<file path="src/rtl/mem_arb_pkg.sv">
// Shared types for the two-port memory arbiter.
// State encoding, port index type and address-width helper.
package mem_arb_pkg;

  typedef enum logic [1:0] {
    IDLE,
    ISSUE,
    WAIT,
    DONE
  } state_e;

  typedef logic port_idx_t;

  localparam int TO_MIN = 2;

  function automatic int calc_aw(input int r, input int c);
    return $clog2(r * c);
  endfunction

endpackage

</file>
<file path="src/rtl/mem_port_arbiter_rr_pick2.sv">
// Two-way round-robin pick: a lone requester wins,
// a tie goes to the port that was not served last.
module rr_pick2
  import mem_arb_pkg::*;
(
  input  logic      req0,
  input  logic      req1,
  input  port_idx_t lp,
  output logic      gnt_vld,
  output port_idx_t gnt_idx
);

  // winner selection
  always_comb begin
    gnt_vld = req0 | req1;
    gnt_idx = (req0 && req1) ? ~lp : req1;
  end

endmodule

</file>
<file path="src/rtl/mem_port_arbiter.sv">
// Round-robin sequencer of two single-word ports onto one master.
// Optional read timeout: define MEM_ARB_TIMEOUT_EN.
module mem_port_arbiter
  import mem_arb_pkg::*;
#(
  parameter int R      = 4,
  parameter int C      = 4,
  parameter int N      = 4,
  parameter int TO_CYC = 16,
  localparam int AW    = calc_aw(R, C)
)(
  input  logic          clk,
  input  logic          rst,
  input  logic          req0,
  input  logic          rw0,
  input  logic [AW-1:0] addr0,
  input  logic [N-1:0]  wdata0,
  input  logic          req1,
  input  logic          rw1,
  input  logic [AW-1:0] addr1,
  input  logic [N-1:0]  wdata1,
  output logic          ready0,
  output logic [N-1:0]  rdata0,
  output logic          err0,
  output logic          ready1,
  output logic [N-1:0]  rdata1,
  output logic          err1,
  output logic          m_cs,
  output logic          m_req,
  output logic          m_rw,
  output logic [AW-1:0] m_addr,
  output logic [N-1:0]  m_wdata,
  input  logic          m_valid,
  input  logic [N-1:0]  m_rdata
);

  if (TO_CYC < TO_MIN) begin : g_bad_to
    $error("TO_CYC must be >= 2");
  end

  state_e          state_q, state_d;
  port_idx_t       lp_q, lp_d;
  port_idx_t       win_q, win_d;
  logic            m_cs_q, m_cs_d;
  logic            m_req_q, m_req_d;
  logic            m_rw_q, m_rw_d;
  logic [AW-1:0]   m_addr_q, m_addr_d;
  logic [N-1:0]    m_wdata_q, m_wdata_d;
  logic            rdy0_q, rdy0_d;
  logic            rdy1_q, rdy1_d;
  logic [N-1:0]    rd0_q, rd0_d;
  logic [N-1:0]    rd1_q, rd1_d;
  logic            er0_q, er0_d;
  logic            er1_q, er1_d;

  logic            gnt_vld;
  port_idx_t       gnt_idx;
  logic            tmo;
  logic            fin;
  logic            fin_err;
  logic [N-1:0]    fin_data;

  rr_pick2 u_pick (
    .req0    (req0),
    .req1    (req1),
    .lp      (lp_q),
    .gnt_vld (gnt_vld),
    .gnt_idx (gnt_idx)
  );

`ifdef MEM_ARB_TIMEOUT_EN
  localparam int CW = $clog2(TO_CYC + 1);
  logic [CW-1:0] cnt_q, cnt_d;

  // count WAIT cycles without valid; zero outside WAIT
  always_comb begin
    cnt_d = '0;
    if (state_q == WAIT && !m_valid)
      cnt_d = cnt_q + 1'b1;
  end

  // timeout counter register
  always_ff @(posedge clk or posedge rst) begin
    if (rst) cnt_q <= '0;
    else     cnt_q <= cnt_d;
  end

  assign tmo = (cnt_q == CW'(TO_CYC - 1));
`else
  assign tmo = 1'b0;
`endif

  // next state, command latch and registered outputs
  always_comb begin
    state_d   = state_q;
    lp_d      = lp_q;
    win_d     = win_q;
    m_cs_d    = 1'b0;
    m_req_d   = 1'b0;
    m_rw_d    = m_rw_q;
    m_addr_d  = m_addr_q;
    m_wdata_d = m_wdata_q;
    fin       = 1'b0;
    fin_err   = 1'b0;
    fin_data  = '0;
    unique case (state_q)
      IDLE: begin
        if (gnt_vld) begin
          win_d     = gnt_idx;
          m_rw_d    = gnt_idx ? rw1 : rw0;
          m_addr_d  = gnt_idx ? addr1 : addr0;
          m_wdata_d = gnt_idx ? wdata1 : wdata0;
          m_cs_d    = 1'b1;
          m_req_d   = 1'b1;
          state_d   = ISSUE;
        end
      end
      ISSUE: begin
        if (m_rw_q) begin
          m_cs_d  = 1'b1;
          state_d = WAIT;
        end else begin
          fin     = 1'b1;
          state_d = DONE;
        end
      end
      WAIT: begin
        if (m_valid) begin
          fin      = 1'b1;
          fin_data = m_rdata;
          state_d  = DONE;
        end else if (tmo) begin
          fin      = 1'b1;
          fin_err  = 1'b1;
          state_d  = DONE;
        end else begin
          m_cs_d   = 1'b1;
        end
      end
      DONE: begin
        lp_d    = win_q;
        state_d = IDLE;
      end
      default: state_d = IDLE;
    endcase
    rdy0_d = fin && !win_q;
    rdy1_d = fin && win_q;
    rd0_d  = rdy0_d ? fin_data : '0;
    rd1_d  = rdy1_d ? fin_data : '0;
    er0_d  = rdy0_d && fin_err;
    er1_d  = rdy1_d && fin_err;
  end

  // state and output registers
  always_ff @(posedge clk or posedge rst) begin
    if (rst) begin
      state_q   <= IDLE;
      lp_q      <= 1'b1;
      win_q     <= 1'b0;
      m_cs_q    <= 1'b0;
      m_req_q   <= 1'b0;
      m_rw_q    <= 1'b0;
      m_addr_q  <= '0;
      m_wdata_q <= '0;
      rdy0_q    <= 1'b0;
      rdy1_q    <= 1'b0;
      rd0_q     <= '0;
      rd1_q     <= '0;
      er0_q     <= 1'b0;
      er1_q     <= 1'b0;
    end else begin
      state_q   <= state_d;
      lp_q      <= lp_d;
      win_q     <= win_d;
      m_cs_q    <= m_cs_d;
      m_req_q   <= m_req_d;
      m_rw_q    <= m_rw_d;
      m_addr_q  <= m_addr_d;
      m_wdata_q <= m_wdata_d;
      rdy0_q    <= rdy0_d;
      rdy1_q    <= rdy1_d;
      rd0_q     <= rd0_d;
      rd1_q     <= rd1_d;
      er0_q     <= er0_d;
      er1_q     <= er1_d;
    end
  end

  assign ready0  = rdy0_q;
  assign ready1  = rdy1_q;
  assign rdata0  = rd0_q;
  assign rdata1  = rd1_q;
  assign err0    = er0_q;
  assign err1    = er1_q;
  assign m_cs    = m_cs_q;
  assign m_req   = m_req_q;
  assign m_rw    = m_rw_q;
  assign m_addr  = m_addr_q;
  assign m_wdata = m_wdata_q;

endmodule

</file>
<file path="config.mk">
export PLATFORM = sky130hd
export DESIGN_NAME = mem_port_arbiter
export DESIGN_NICKNAME = d
export VERILOG_FILES = /design/src/rtl/mem_arb_pkg.sv /design/src/rtl/mem_port_arbiter_rr_pick2.sv /design/src/rtl/mem_port_arbiter.sv
export SDC_FILE = /design/constraint.sdc
export NUM_CORES = 1
export LEC_CHECK = 0
export BUFFER_PORTS_ARGS = -buffer_cell sky130_fd_sc_hd__clkbuf_2
export CAP_MARGIN = 10
export CORE_MARGIN = 3
export CORE_UTILIZATION = 41
export DETAILED_ROUTE_END_ITERATION = 12
export GPL_TIMING_DRIVEN = 0
export PLACE_DENSITY = 0.74
export RECOVER_POWER = 50
export REMOVE_ABC_BUFFERS = 1
export SLEW_MARGIN = 30
export SYNTH_ARGS = -nofsm -noshare
export SYNTH_HDL_FRONTEND = slang
export SYNTH_SLANG_ARGS = --single-unit
</file>
<file path="constraint.sdc">
create_clock -name clk -period 1.5 [get_ports clk]
set_clock_uncertainty 0.15 [all_clocks]
set_input_delay 0.225 -clock clk [delete_from_list [all_inputs] [get_ports clk]]
set_output_delay 0.225 -clock clk [all_outputs]
set_load 0.01 [all_outputs]
</file>
==> results.md <==
* Worst Path Buf+Inv at 2
* H-Tree Depth at 1
* Net count, final at approximately 210
* CTS Root Cell: clkbuf_4
* Clk sink count at 25
* Status: finished with violations
* Initial core utilization at around 44%
* Startpoint Class: flip-flop
* Internal at 1720 uW
* Hold Path Class: in2reg
* Largest net degree at the start of global routing at 26
* Yosys top cell area share at a little over half
* Final core utilization at 65.9%
* Worst-path cell with the longest stage delay: dfrtp_1
* Crit path largest cell delay at around 420 ps
* Failing checks: negative setup slack
* Async S/R FF share, synth at 100%
* Die area at 3400 um^2
* Max cap viols at 0
* Skew-Pair Late Insertion Delay at 310 ps
* Synth Instances at 111
* Max VDD drop at roughly 1100 uV
* First-pass GRT wire length at 4870 um
* Power Dens Cells at about 1700 nW/um^2
* Final setup viols at 4
* Die Y at 58.3 um
* DR pass1 iterations at 6
* Worst Path Required at 1560 ps
* GRT Util Overall at a little under a fifth
* Mean Syn Cell Area at slightly above 10 um^2
* Dominant synthesized flop cell: dfrtp_1
* Top Ports at 50
* Tcrit/Tclk final at 101%
* EDFF count, synth at 0
* Post-route DRC at 0
* # diodes at 0
* Combinational group share of total power at 53.0%
* Synth top area cells: dfrtp_1 (54%), a21oi_1 (8.9%), ha_1 (6.7%), nor2_1 (6.0%), nand2_1 (4.7%)
* GP Congestion at 0.688
* Leak at 0.000844 uW
* Tmin final at 1510 ps
* Synth-to-Final Area Change at 49.7%
* Worst-path cell chain: buf_4, ha_2, nor2b_4, o211ai_4, inv_1
* Post-route ant nets at 0
* DR vias/cell at approximately 5.2
* Worst Max-Slew Pin Slew at 502 ps
* Sw frac at 41.0%
* DRT iter0 DRCs at 48
* CTS tree: yes
* CP top delay family: flip-flops
* IO buf count at 47
* Seq/Total Area, Yosys at 55.9%
* Most frequent cells after synthesis: dfrtp_1 (24), a21oi_1 (20), nor2_1 (18)
* Clock transition at the registers of the reported paths at 130 ps
* Vias in the first global route at 1071
* P_sw at 1190 uW
* Slew Viols, Final at 0
* Initial antenna violation count at 0
* Yosys top cell by area: dfrtp_1
* Setup TNS Final at -24.8 ps
* GR Overflow Total at 0
* Count of cell types in the netlist at 22
* Drt total wl at 3220 um
* Num CTS Buffers at 3
* Setup repair after global routing missed its margin: yes
* FMAX at 662 MHz
* Arr. time, crit path at 1570 ps
* Most frequent cell after synthesis: dfrtp_1
* Max-slew headroom at 66.5%
* Routed WL per cell at between 15 and 20 um
* Final WS setup at -10.9 ps
* Fin. Hold Viols at 0
* Flops & latches, synth at 25
* Met1 WL at 1240 um
* Cell area after synthesis at 1120 um^2
* Hold_ws at 51.1 ps
* Met2 routed WL at ~1800 um
* Yosys warns at 0
* Met3 wire len at 179 um
* Chip Width at between 50 and 60 um
* Crit end category: flip-flop
* Clock power frac at 10.2%
* Clock Path Buffers at 2
* Sequential Power Share at 36.8%
* Via count at approximately 1100
* Row Count at 18
* Max layer used: met4
* Pre-CTS setup slack at -566 ps
* Core box area at 2540 um^2
* Setup CP Type: reg2reg
* CP Max Fanout at 5
* Hpwl dp at 1990 um
* Share of post-route cells with drive strength above 1 at 43.0%
[worst reg2reg max path, cell delays in order (launching register included)]
cell and delay, ps:
dfrtp_1 420, buf_4 160, ha_2 180, nor2b_4 150, o211ai_4 280, inv_1 80
[flip-flops by register name, indices dropped and copies added (netlist names)]
register	cells
m_addr	4
m_wdata	4
rdata0	4
rdata1	4
state_q	2
lp_q	1
m_cs	1
m_req	1
m_rw	1
ready0	1
ready1	1
win_q	1
[cell usage in the layout, fill, tap and decap left out]
| cell | instances |
|---|---|
| nor2_1 | 16 |
| o21ai_0 | 1 |
| clkinv_4 | 1 |
| ha_1 | 3 |
| nor2b_4 | 2 |
| dfstp_2 | 1 |
| clkbuf_1 | 5 |
| o21ai_2 | 1 |
| a21oi_4 | 1 |
| conb_1 | 2 |
| nor3_2 | 1 |
| mux2_4 | 1 |
| inv_1 | 3 |
| a21oi_1 | 20 |
| ha_2 | 1 |
| a21boi_4 | 1 |
| ha_4 | 2 |
| o211ai_4 | 2 |
| clkbuf_4 | 3 |
| dfrtp_2 | 1 |
| nand2_1 | 14 |
| nor2_2 | 2 |
| o21ai_4 | 1 |
| dfrtp_1 | 23 |
| dlygate4sd3_1 | 14 |
| clkinv_2 | 1 |
| buf_4 | 6 |
| clkbuf_2 | 43 |
| inv_2 | 3 |
| and2_2 | 1 |
| mux2_2 | 1 |
| mux2i_1 | 1 |
| a21bo_2 | 1 |
[cells by family after synthesis]
| group | after synthesis | share of synthesized area, % |
|---|---|---|
| AO/OA/AOI/OAI | 27 | 15.4 |
| adder cells (fa/ha/maj) | 6 | 6.70 |
| buffers and inverters | 13 | 5.92 |
| flip-flops | 25 | 55.9 |
| multiplexers | 3 | 2.90 |
| other | 1 | 0.335 |
| AND/OR/NAND/NOR | 36 | 12.8 |
[metal layers]
| layer | vias up | GRT usage [%] |
|---|---|---|
| met4 | 0 | 5.63 |
| met3 | 8 | 2.19 |
| met5 | - | 0 |
| met1 | 523 | 23.4 |
| met2 | 53 | 34.0 |
| li1 | 494 | - |
[path summary, 6_finish.rpt]
check,startpoint,to,slack (ps),cells after the start
worst max-delay path,state_q[0]$_DFFE_PP0P_,ready0$_DFF_PP0_,-10,5
worst min-delay path,addr1[0],m_addr[0]$_DFFE_PP0P_,50,3
worst min register to register,m_addr[1]$_DFFE_PP0P_,m_addr[1]$_DFFE_PP0P_,400,2
worst max register to register,state_q[0]$_DFFE_PP0P_,ready0$_DFF_PP0_,-10,5
min in group asynchronous,rst,m_wdata[2]$_DFFE_PP0P_,310,3
max in group asynchronous,rst,state_q[1]$_DFFE_PP0P_,530,3
[power by group through the flow]
stage,clock [uW],combinational (uW),sequential (uW)
2_1_floorplan,0,585,1130
3_3_place_gp,0,964,1060
3_5_place_dp,0,1030,1070
4_1_cts,300,1370,1050
5_1_grt,328,1670,1090
6_report,296,1540,1070
[through the flow]
step | cell area [um^2] | total power [uW] | cells
after floorplan | 1080 | 1720 | 106
after global placement | 1360 | 2020 | 183
after detailed placement | 1360 | 2100 | 183
after CTS | 1630 | 2730 | 205
after global routing | 1680 | 3090 | 209
final | 1680 | 2910 | 209
[timing repair]
| item | in CTS | in global routing |
|---|---|---|
| pin swaps | 4 | 6 |
| hold buffers | 14 | 0 |
| setup endpoints to repair | 24 | 22 |
| cloned | 0 | 2 |
| setup buffers | 4 | 2 |
| hold endpoints to repair | 41 | 0 |
| resized for setup | 17 | 8 |
[cell type report]
type	count	area [um^2]
fillers	191	867
flip-flops and latches	25	628
multi-input cells	75	534
repair buffers	67	415
well taps	30	37.5
inverters	7	31.3
clock buffers	4	26.3
repair inverters	1	5.00
Note: power is estimated with default switching activity, not from simulation.
